==> src/rtl/axilite_slave_regs.sv <==
// AXI4-Lite slave register bank.
// Holds C_NUM_REGS word-wide control registers, presents them flattened on
// regs_out, and emits a one-cycle wr_pulse for every register written.
// Write and read channels run independently; every AXI output is registered.
module axilite_slave_regs #(
  parameter int C_AXI_DATA_WIDTH = 32,
  parameter int C_AXI_ADDR_WIDTH = 8,
  parameter int C_NUM_REGS       = 8
) (
  input  logic                                 AXI_ACLK,
  input  logic                                 AXI_ARESETN,
  input  logic [C_AXI_ADDR_WIDTH-1:0]          AXI_AWADDR,
  input  logic [2:0]                           AXI_AWPROT,
  input  logic                                 AXI_AWVALID,
  output logic                                 AXI_AWREADY,
  input  logic [C_AXI_DATA_WIDTH-1:0]          AXI_WDATA,
  input  logic [C_AXI_DATA_WIDTH/8-1:0]        AXI_WSTRB,
  input  logic                                 AXI_WVALID,
  output logic                                 AXI_WREADY,
  output logic [1:0]                           AXI_BRESP,
  output logic                                 AXI_BVALID,
  input  logic                                 AXI_BREADY,
  input  logic [C_AXI_ADDR_WIDTH-1:0]          AXI_ARADDR,
  input  logic [2:0]                           AXI_ARPROT,
  input  logic                                 AXI_ARVALID,
  output logic                                 AXI_ARREADY,
  output logic [C_AXI_DATA_WIDTH-1:0]          AXI_RDATA,
  output logic [1:0]                           AXI_RRESP,
  output logic                                 AXI_RVALID,
  input  logic                                 AXI_RREADY,
  output logic [C_NUM_REGS*C_AXI_DATA_WIDTH-1:0] regs_out,
  output logic [C_NUM_REGS-1:0]                wr_pulse
);

  localparam int DW   = C_AXI_DATA_WIDTH;
  localparam int AW   = C_AXI_ADDR_WIDTH;
  localparam int NB   = DW / 8;
  localparam int IDXW = AW - 2;

  localparam logic [1:0] RESP_OKAY   = 2'b00;
  localparam logic [1:0] RESP_SLVERR = 2'b10;

  typedef enum logic [1:0] {
    W_IDLE = 2'd0,
    W_ADDR = 2'd1,
    W_DATA = 2'd2,
    W_RESP = 2'd3
  } wstate_e;

  // Merge new data into an old word, byte lane by byte lane.
  function automatic logic [DW-1:0] apply_strb(input logic [DW-1:0] old_v,
                                               input logic [DW-1:0] new_v,
                                               input logic [NB-1:0] strb);
    logic [DW-1:0] res;
    res = old_v;
    for (int b = 0; b < NB; b++) begin
      if (strb[b]) begin
        res[b*8 +: 8] = new_v[b*8 +: 8];
      end else begin
        res[b*8 +: 8] = old_v[b*8 +: 8];
      end
    end
    return res;
  endfunction

  // A word index addresses a real register only below C_NUM_REGS.
  function automatic logic in_range(input logic [IDXW-1:0] idx);
    return (32'(idx) < 32'(C_NUM_REGS));
  endfunction

  // Write channel state
  wstate_e           wstate_q;
  logic              awready_q;
  logic              wready_q;
  logic              bvalid_q;
  logic [1:0]        bresp_q;
  logic [IDXW-1:0]   awidx_q;
  logic [DW-1:0]     wdata_q;
  logic [NB-1:0]     wstrb_q;

  // Read channel state
  logic              arready_q;
  logic              rvalid_q;
  logic [DW-1:0]     rdata_q;
  logic [1:0]        rresp_q;

  // Register bank
  logic [DW-1:0]         regs_q [C_NUM_REGS];
  logic [C_NUM_REGS-1:0] wr_pulse_q;

  // Decode and handshake helpers
  logic [IDXW-1:0] aw_idx_s;
  logic [IDXW-1:0] ar_idx_s;
  logic            aw_hs_s;
  logic            w_hs_s;
  logic            b_hs_s;
  logic            ar_hs_s;
  logic            r_hs_s;

  // Write commit selection
  logic            commit_s;
  logic            commit_ok_s;
  logic [IDXW-1:0] cidx_s;
  logic [DW-1:0]   cdata_s;
  logic [NB-1:0]   cstrb_s;
  logic [1:0]      cresp_s;

  logic [DW-1:0]   rd_word_s;
  logic            unused_s;

  assign aw_idx_s = AXI_AWADDR[AW-1:2];
  assign ar_idx_s = AXI_ARADDR[AW-1:2];
  assign aw_hs_s  = AXI_AWVALID & awready_q;
  assign w_hs_s   = AXI_WVALID & wready_q;
  assign b_hs_s   = bvalid_q & AXI_BREADY;
  assign ar_hs_s  = AXI_ARVALID & arready_q;
  assign r_hs_s   = rvalid_q & AXI_RREADY;

  // Protection bits and byte offsets carry no meaning for this bank.
  assign unused_s = ^{AXI_AWPROT, AXI_ARPROT, AXI_AWADDR[1:0], AXI_ARADDR[1:0]};

  // Pick the address/data pair that completes a write this cycle, taking
  // whichever half was latched earlier from the holding registers.
  always_comb begin
    commit_s = 1'b0;
    cidx_s   = aw_idx_s;
    cdata_s  = AXI_WDATA;
    cstrb_s  = AXI_WSTRB;
    case (wstate_q)
      W_IDLE: begin
        commit_s = aw_hs_s & w_hs_s;
      end
      W_ADDR: begin
        commit_s = w_hs_s;
        cidx_s   = awidx_q;
      end
      W_DATA: begin
        commit_s = aw_hs_s;
        cdata_s  = wdata_q;
        cstrb_s  = wstrb_q;
      end
      default: begin
        commit_s = 1'b0;
      end
    endcase
    commit_ok_s = commit_s & in_range(cidx_s);
    if (in_range(cidx_s)) begin
      cresp_s = RESP_OKAY;
    end else begin
      cresp_s = RESP_SLVERR;
    end
  end

  // Write FSM: collects AW and W in any order, then holds B until accepted.
  always_ff @(posedge AXI_ACLK or negedge AXI_ARESETN) begin
    if (!AXI_ARESETN) begin
      wstate_q  <= W_IDLE;
      awready_q <= 1'b0;
      wready_q  <= 1'b0;
      bvalid_q  <= 1'b0;
      bresp_q   <= 2'b00;
      awidx_q   <= {IDXW{1'b0}};
      wdata_q   <= {DW{1'b0}};
      wstrb_q   <= {NB{1'b0}};
    end else if (commit_s) begin
      wstate_q  <= W_RESP;
      awready_q <= 1'b0;
      wready_q  <= 1'b0;
      bvalid_q  <= 1'b1;
      bresp_q   <= cresp_s;
    end else begin
      case (wstate_q)
        W_IDLE: begin
          if (aw_hs_s) begin
            wstate_q  <= W_ADDR;
            awidx_q   <= aw_idx_s;
            awready_q <= 1'b0;
            wready_q  <= 1'b1;
          end else if (w_hs_s) begin
            wstate_q  <= W_DATA;
            wdata_q   <= AXI_WDATA;
            wstrb_q   <= AXI_WSTRB;
            awready_q <= 1'b1;
            wready_q  <= 1'b0;
          end else begin
            awready_q <= 1'b1;
            wready_q  <= 1'b1;
          end
        end
        W_ADDR: begin
          awready_q <= 1'b0;
          wready_q  <= 1'b1;
        end
        W_DATA: begin
          awready_q <= 1'b1;
          wready_q  <= 1'b0;
        end
        W_RESP: begin
          if (b_hs_s) begin
            wstate_q  <= W_IDLE;
            bvalid_q  <= 1'b0;
            bresp_q   <= 2'b00;
            awready_q <= 1'b1;
            wready_q  <= 1'b1;
          end else begin
            awready_q <= 1'b0;
            wready_q  <= 1'b0;
          end
        end
        default: begin
          wstate_q  <= W_IDLE;
          awready_q <= 1'b0;
          wready_q  <= 1'b0;
          bvalid_q  <= 1'b0;
        end
      endcase
    end
  end

  // Register bank update and one-cycle write strobe on the commit edge.
  always_ff @(posedge AXI_ACLK or negedge AXI_ARESETN) begin
    if (!AXI_ARESETN) begin
      wr_pulse_q <= {C_NUM_REGS{1'b0}};
      for (int i = 0; i < C_NUM_REGS; i++) begin
        regs_q[i] <= {DW{1'b0}};
      end
    end else begin
      for (int i = 0; i < C_NUM_REGS; i++) begin
        wr_pulse_q[i] <= commit_ok_s && (32'(cidx_s) == i);
        if (commit_ok_s && (32'(cidx_s) == i)) begin
          regs_q[i] <= apply_strb(regs_q[i], cdata_s, cstrb_s);
        end
      end
    end
  end

  // Read mux; an out-of-range index selects nothing and yields zero.
  always_comb begin
    rd_word_s = {DW{1'b0}};
    for (int i = 0; i < C_NUM_REGS; i++) begin
      rd_word_s = rd_word_s | ({DW{(32'(ar_idx_s) == i)}} & regs_q[i]);
    end
  end

  // Read channel: capture on AR handshake, hold R until accepted.
  always_ff @(posedge AXI_ACLK or negedge AXI_ARESETN) begin
    if (!AXI_ARESETN) begin
      arready_q <= 1'b0;
      rvalid_q  <= 1'b0;
      rdata_q   <= {DW{1'b0}};
      rresp_q   <= 2'b00;
    end else if (ar_hs_s) begin
      arready_q <= 1'b0;
      rvalid_q  <= 1'b1;
      rdata_q   <= rd_word_s;
      if (in_range(ar_idx_s)) begin
        rresp_q <= RESP_OKAY;
      end else begin
        rresp_q <= RESP_SLVERR;
      end
    end else if (r_hs_s) begin
      arready_q <= 1'b1;
      rvalid_q  <= 1'b0;
    end else begin
      arready_q <= ~rvalid_q;
    end
  end

  // Flatten the register array onto regs_out.
  for (genvar g = 0; g < C_NUM_REGS; g++) begin : g_regs_out
    assign regs_out[g*DW +: DW] = regs_q[g];
  end

  assign AXI_AWREADY = awready_q;
  assign AXI_WREADY  = wready_q;
  assign AXI_BVALID  = bvalid_q;
  assign AXI_BRESP   = bresp_q;
  assign AXI_ARREADY = arready_q;
  assign AXI_RVALID  = rvalid_q;
  assign AXI_RDATA   = rdata_q;
  assign AXI_RRESP   = rresp_q;
  assign wr_pulse    = wr_pulse_q;

endmodule
==> config.mk <==
export PLATFORM = sky130hd
export DESIGN_NAME = axilite_slave_regs
export DESIGN_NICKNAME = d
export VERILOG_FILES = /design/src/rtl/axilite_slave_regs.sv
export SDC_FILE = /design/constraint.sdc
export NUM_CORES = 1
export LEC_CHECK = 0
export ABC_AREA = 1
export CORE_MARGIN = 2
export CORE_UTILIZATION = 35
export CTS_CLUSTER_DIAMETER = 50
export DETAILED_ROUTE_END_ITERATION = 10
export PLACE_DENSITY = 0.59
export SYNTH_ARGS = -nofsm -noshare
export SYNTH_HDL_FRONTEND = slang
export SYNTH_SLANG_ARGS = --single-unit
export TNS_END_PERCENT = 1
==> constraint.sdc <==
create_clock -name AXI_ACLK -period 2.45 [get_ports AXI_ACLK]
set_input_delay 0.49 -clock AXI_ACLK [delete_from_list [all_inputs] [get_ports AXI_ACLK]]
set_output_delay 0.49 -clock AXI_ACLK [all_outputs]
set_load 0.02 [all_outputs]
==> results by group <==
Clock network
  – Total CTS buffers: 44
  – Clock slew at reported path FFs: 0.05 ns
  – Htree depth: 2
  – CTS sink cnt: 347
  – Root Buffer: clkbuf_16
  – TritonCTS clock tree: built
  – Worst-Skew Late Latency: 0.58 ns
  – Clock Tree Buf Depth: 3

Job
  – Max Cap Viol: 0

Placed design
  – RD Place Congestion: 0.897
  – Placed cell areas: 0.0222 mm^2
  – Port-buffer cells: 357
  – Inst Count DP: 3135
  – Hpwl dp: 47900 um

Floorplanning
  – Die Y: 224 um
  – Die area: 0.0501 mm^2
  – Row cnt: 80
  – Starting Density: 0.354
  – # IOs: 370
  – Core area: 0.0477 mm^2
  – Die width: 224 um

Synthesis
  – Register bit total from synthesis: 347
  – Xor-xnor portion of the synthesized cell area: 0
  – Asr flop ratio synth: 1.00
  – Synth Area in Adders: 0
  – Commonest cells in the netlist: nand2_1, nand4_1, dfrtp_1
  – Warnings from Yosys: 0
  – Ys flop type: dfrtp_1
  – Compound-Gate Fraction of Synth Area: 0.0254
  – Synth top area cells: dfrtp_1, nand2_1, nand4_1
  – Simple-gate share of the synthesized area: 0.409
  – Largest family of logic cells by synthesized area: simple AND/OR/NAND/NOR gates
  – Seq/Total Area, Yosys: 0.513
  – Post-synthesis mux area share: 0.00133
  – Distinct cell type count after synthesis: 26
  – Post-synth EDFFs: 0
  – Post-synth top area cell: dfrtp_1
  – Post-synth top area share: 0.513
  – Post-synthesis cell area: 0.0169 mm^2
  – Syn avg cell area: 7.74 um^2
  – Mapped Cells: 2186
  – Most frequent cell after synthesis: nand2_1

Drt
  – Routed Antenna Nets: 0
  – Avg WL per Cell: 20.4 um
  – # DRC: 0
  – Vias: 17400
  – DRT Wirelength: 65700 um
  – Vias per inst: 5.41
  – Pre-antenna DRT Iters: 5
  – Initial DRC Count: 1887

Worst setup path
  – Setup crit start: wstate_q[1]
  – R2R Path End: regs_out[188]
  – Setup Crit Path Kind: reg2reg
  – Worst-path cell chain: inv_2 -> nand2_2 -> nand2_1 -> nand2_1 -> nand2_1 -> nor2_4 -> buf_4 -> nand3_1 -> nand2_1 -> nand2_1
  – Crit path largest cell delay: 0.48 ns
  – WP data required: 2.90 ns
  – Critical Path Source Type: flip-flop
  – Buf/Inv on CP: 2
  – Critical-path top delay cell: dfrtp_1
  – FF-to-FF Start: wstate_q[1]
  – Peak fanout along the critical path: 17
  – FF-to-FF path depth: 10
  – R2R setup slack: 0.22 ns
  – CP delay by family, top: simple AND/OR/NAND/NOR gates
  – Critical Path AT: 2.68 ns
  – Most common cell type on the critical path: nand2_1
  – Critical path capture point type: flip-flop

Global routing
  – Largest net degree at the start of global routing: 66
  – Total grt overflow: 0
  – Gr usage total: 0.259
  – Vias in the first global route: 16200
  – Initial antenna violation count: 2
  – Global-route wire length before repair: 100000 um

STA
  – Fmax: 448 MHz
  – Final setup fails: 0
  – Final worst-path cycle share: 0.912
  – Fin Setup TNS: 0 ns
  – Slew Limit Fails: 0
  – Layout Skew: 0.0235 ns
  – Final Critical Period: 2.23 ns
  – Least-Margin Pin Slew: 0.930 ns
  – Final hold vios: 0
  – Rel. slew slack: 0.376
  – RSZ-0062 raised after global routing: no

Pwr
  – Int Pwr: 9.94 mW
  – Psw: 3.27 mW
  – Pwr Density: 558 mW/mm^2
  – Sw Ratio: 0.247
  – Clock share of power: 0.496
  – Leak: 12.1 nW
  – Sequential share of power: 0.435
  – Maximum VDD drop: 0.361 mV
  – Comb pwr share: 0.069

Cells and area
  – P&R area growth vs syn: 40.1%
  – Fraction of layout cells with a size suffix above 1: 0.0943
  – Layout Nets: 2632
  – Finished Cell Area: 0.0237 mm^2
  – Fillers: 4438
  – Fin cells: 3216
  – Multi-input logic area: 0.00744 mm^2
  – Sequential cell area: 0.00868 mm^2

Min path
  – HP Class: in2async

Run status
  – Status: finished, final reports clean
-- sequential cells by signal (all words and copies together), names as in the netlist --
register     cells
regs_out       256
AXI_RDATA       32
wdata_q         32
wr_pulse         8
awidx_q          6
wstrb_q          4
wstate_q         2
AXI_ARREADY      1
AXI_AWREADY      1
AXI_BRESP        1
AXI_BVALID       1
AXI_RRESP        1
AXI_RVALID       1
AXI_WREADY       1
-- cell families (layout without fill, tap and decap cells) --
| family | count (synthesis) | in the layout |
|---|---|---|
| simple gates | 1532 | 1532 |
| flops | 347 | 347 |
| buf+inv | 222 | 634 |
| compound gates | 82 | 82 |
| mux | 2 | 2 |
| other cells | 1 | 4 |
-- how the worst max path moves through the flow --
stage / endpoint / slack, ns / depth (start not counted)
after floorplan: regs_out[104] / 0.68 / 8
after global placement: regs_out[80] / -0.08 / 9
after detailed placement: regs_out[87] / -0.12 / 9
after CTS: regs_out[85] / 0.13 / 10
after global routing: regs_out[186] / 0.01 / 10
final: regs_out[188] / 0.22 / 10
-- layout make-up --
type	instances	area share
antenna	2	0.000211
clock buffer	60	0.0533
clock inverter	18	0.00824
inverter	57	0.00903
multi-input combinational	1618	0.314
sequential	347	0.366
tap	615	0.0325
timing repair buffer	499	0.216
-- cells in the final DEF, fill, tap and decap left out, drive strengths merged --
cell type,synthesis,layout
o21ai,46,46
nand3b,1,1
o211ai,1,1
conb,1,2
clkinv,1,8
a31oi,1,1
nor2,119,119
bufinv,0,3
and2,8,8
nor3,1,1
nand2,889,889
a21oi,34,34
clkinvlp,0,6
dfrtp,347,347
diode,0,2
inv,56,58
dlygate4sd3,0,1
mux2,2,2
buf,47,142
nand4,365,365
clkdlybuf4s50,0,356
clkbuf,118,60
nand3,149,149
-- routing by layer --
metal  global-route usage  share of wire  vias to the layer above
met5                    0              0                        -
met2                0.374           0.43                      791
met1                0.379           0.45                     8334
met3               0.0581          0.090                      105
met4               0.0931          0.032                        0
li1                     -              -                     8177
-- through the flow --
stage	worst slack [ns]	hold WS [ns]	util	power (mW)
2_1_floorplan	0.684	0.194	-	6.19
4_1_cts	0.126	0.465	0.496	13.3
6_report	0.216	0.471	0.496	13.2
3_5_place_dp	-0.123	0.465	0.465	6.76
5_1_grt	0.0134	0.496	0.496	13.6
3_3_place_gp	-0.0774	0.453	0.465	6.75
-- what timing repair did --
| action | CTS | global route |
|---|---|---|
| gates resized for setup | 0 | 2 |
| endpoints found under the hold margin | 53 | 0 |
| hold buffers | 1 | 0 |
| setup endpoints to repair | 0 | 71 |
| setup buffers | 0 | 0 |
-- power by group through the flow --
stage / logic (mW) / registers [mW] / clock network, mW
3_5_place_dp: 0.914 / 5.85 / 0
5_1_grt: 0.985 / 5.74 / 6.90
3_3_place_gp: 0.907 / 5.85 / 0
4_1_cts: 0.918 / 5.74 / 6.65
6_report: 0.917 / 5.74 / 6.55
2_1_floorplan: 0.330 / 5.86 / 0
Note: power is estimated with default switching activity, not from simulation.
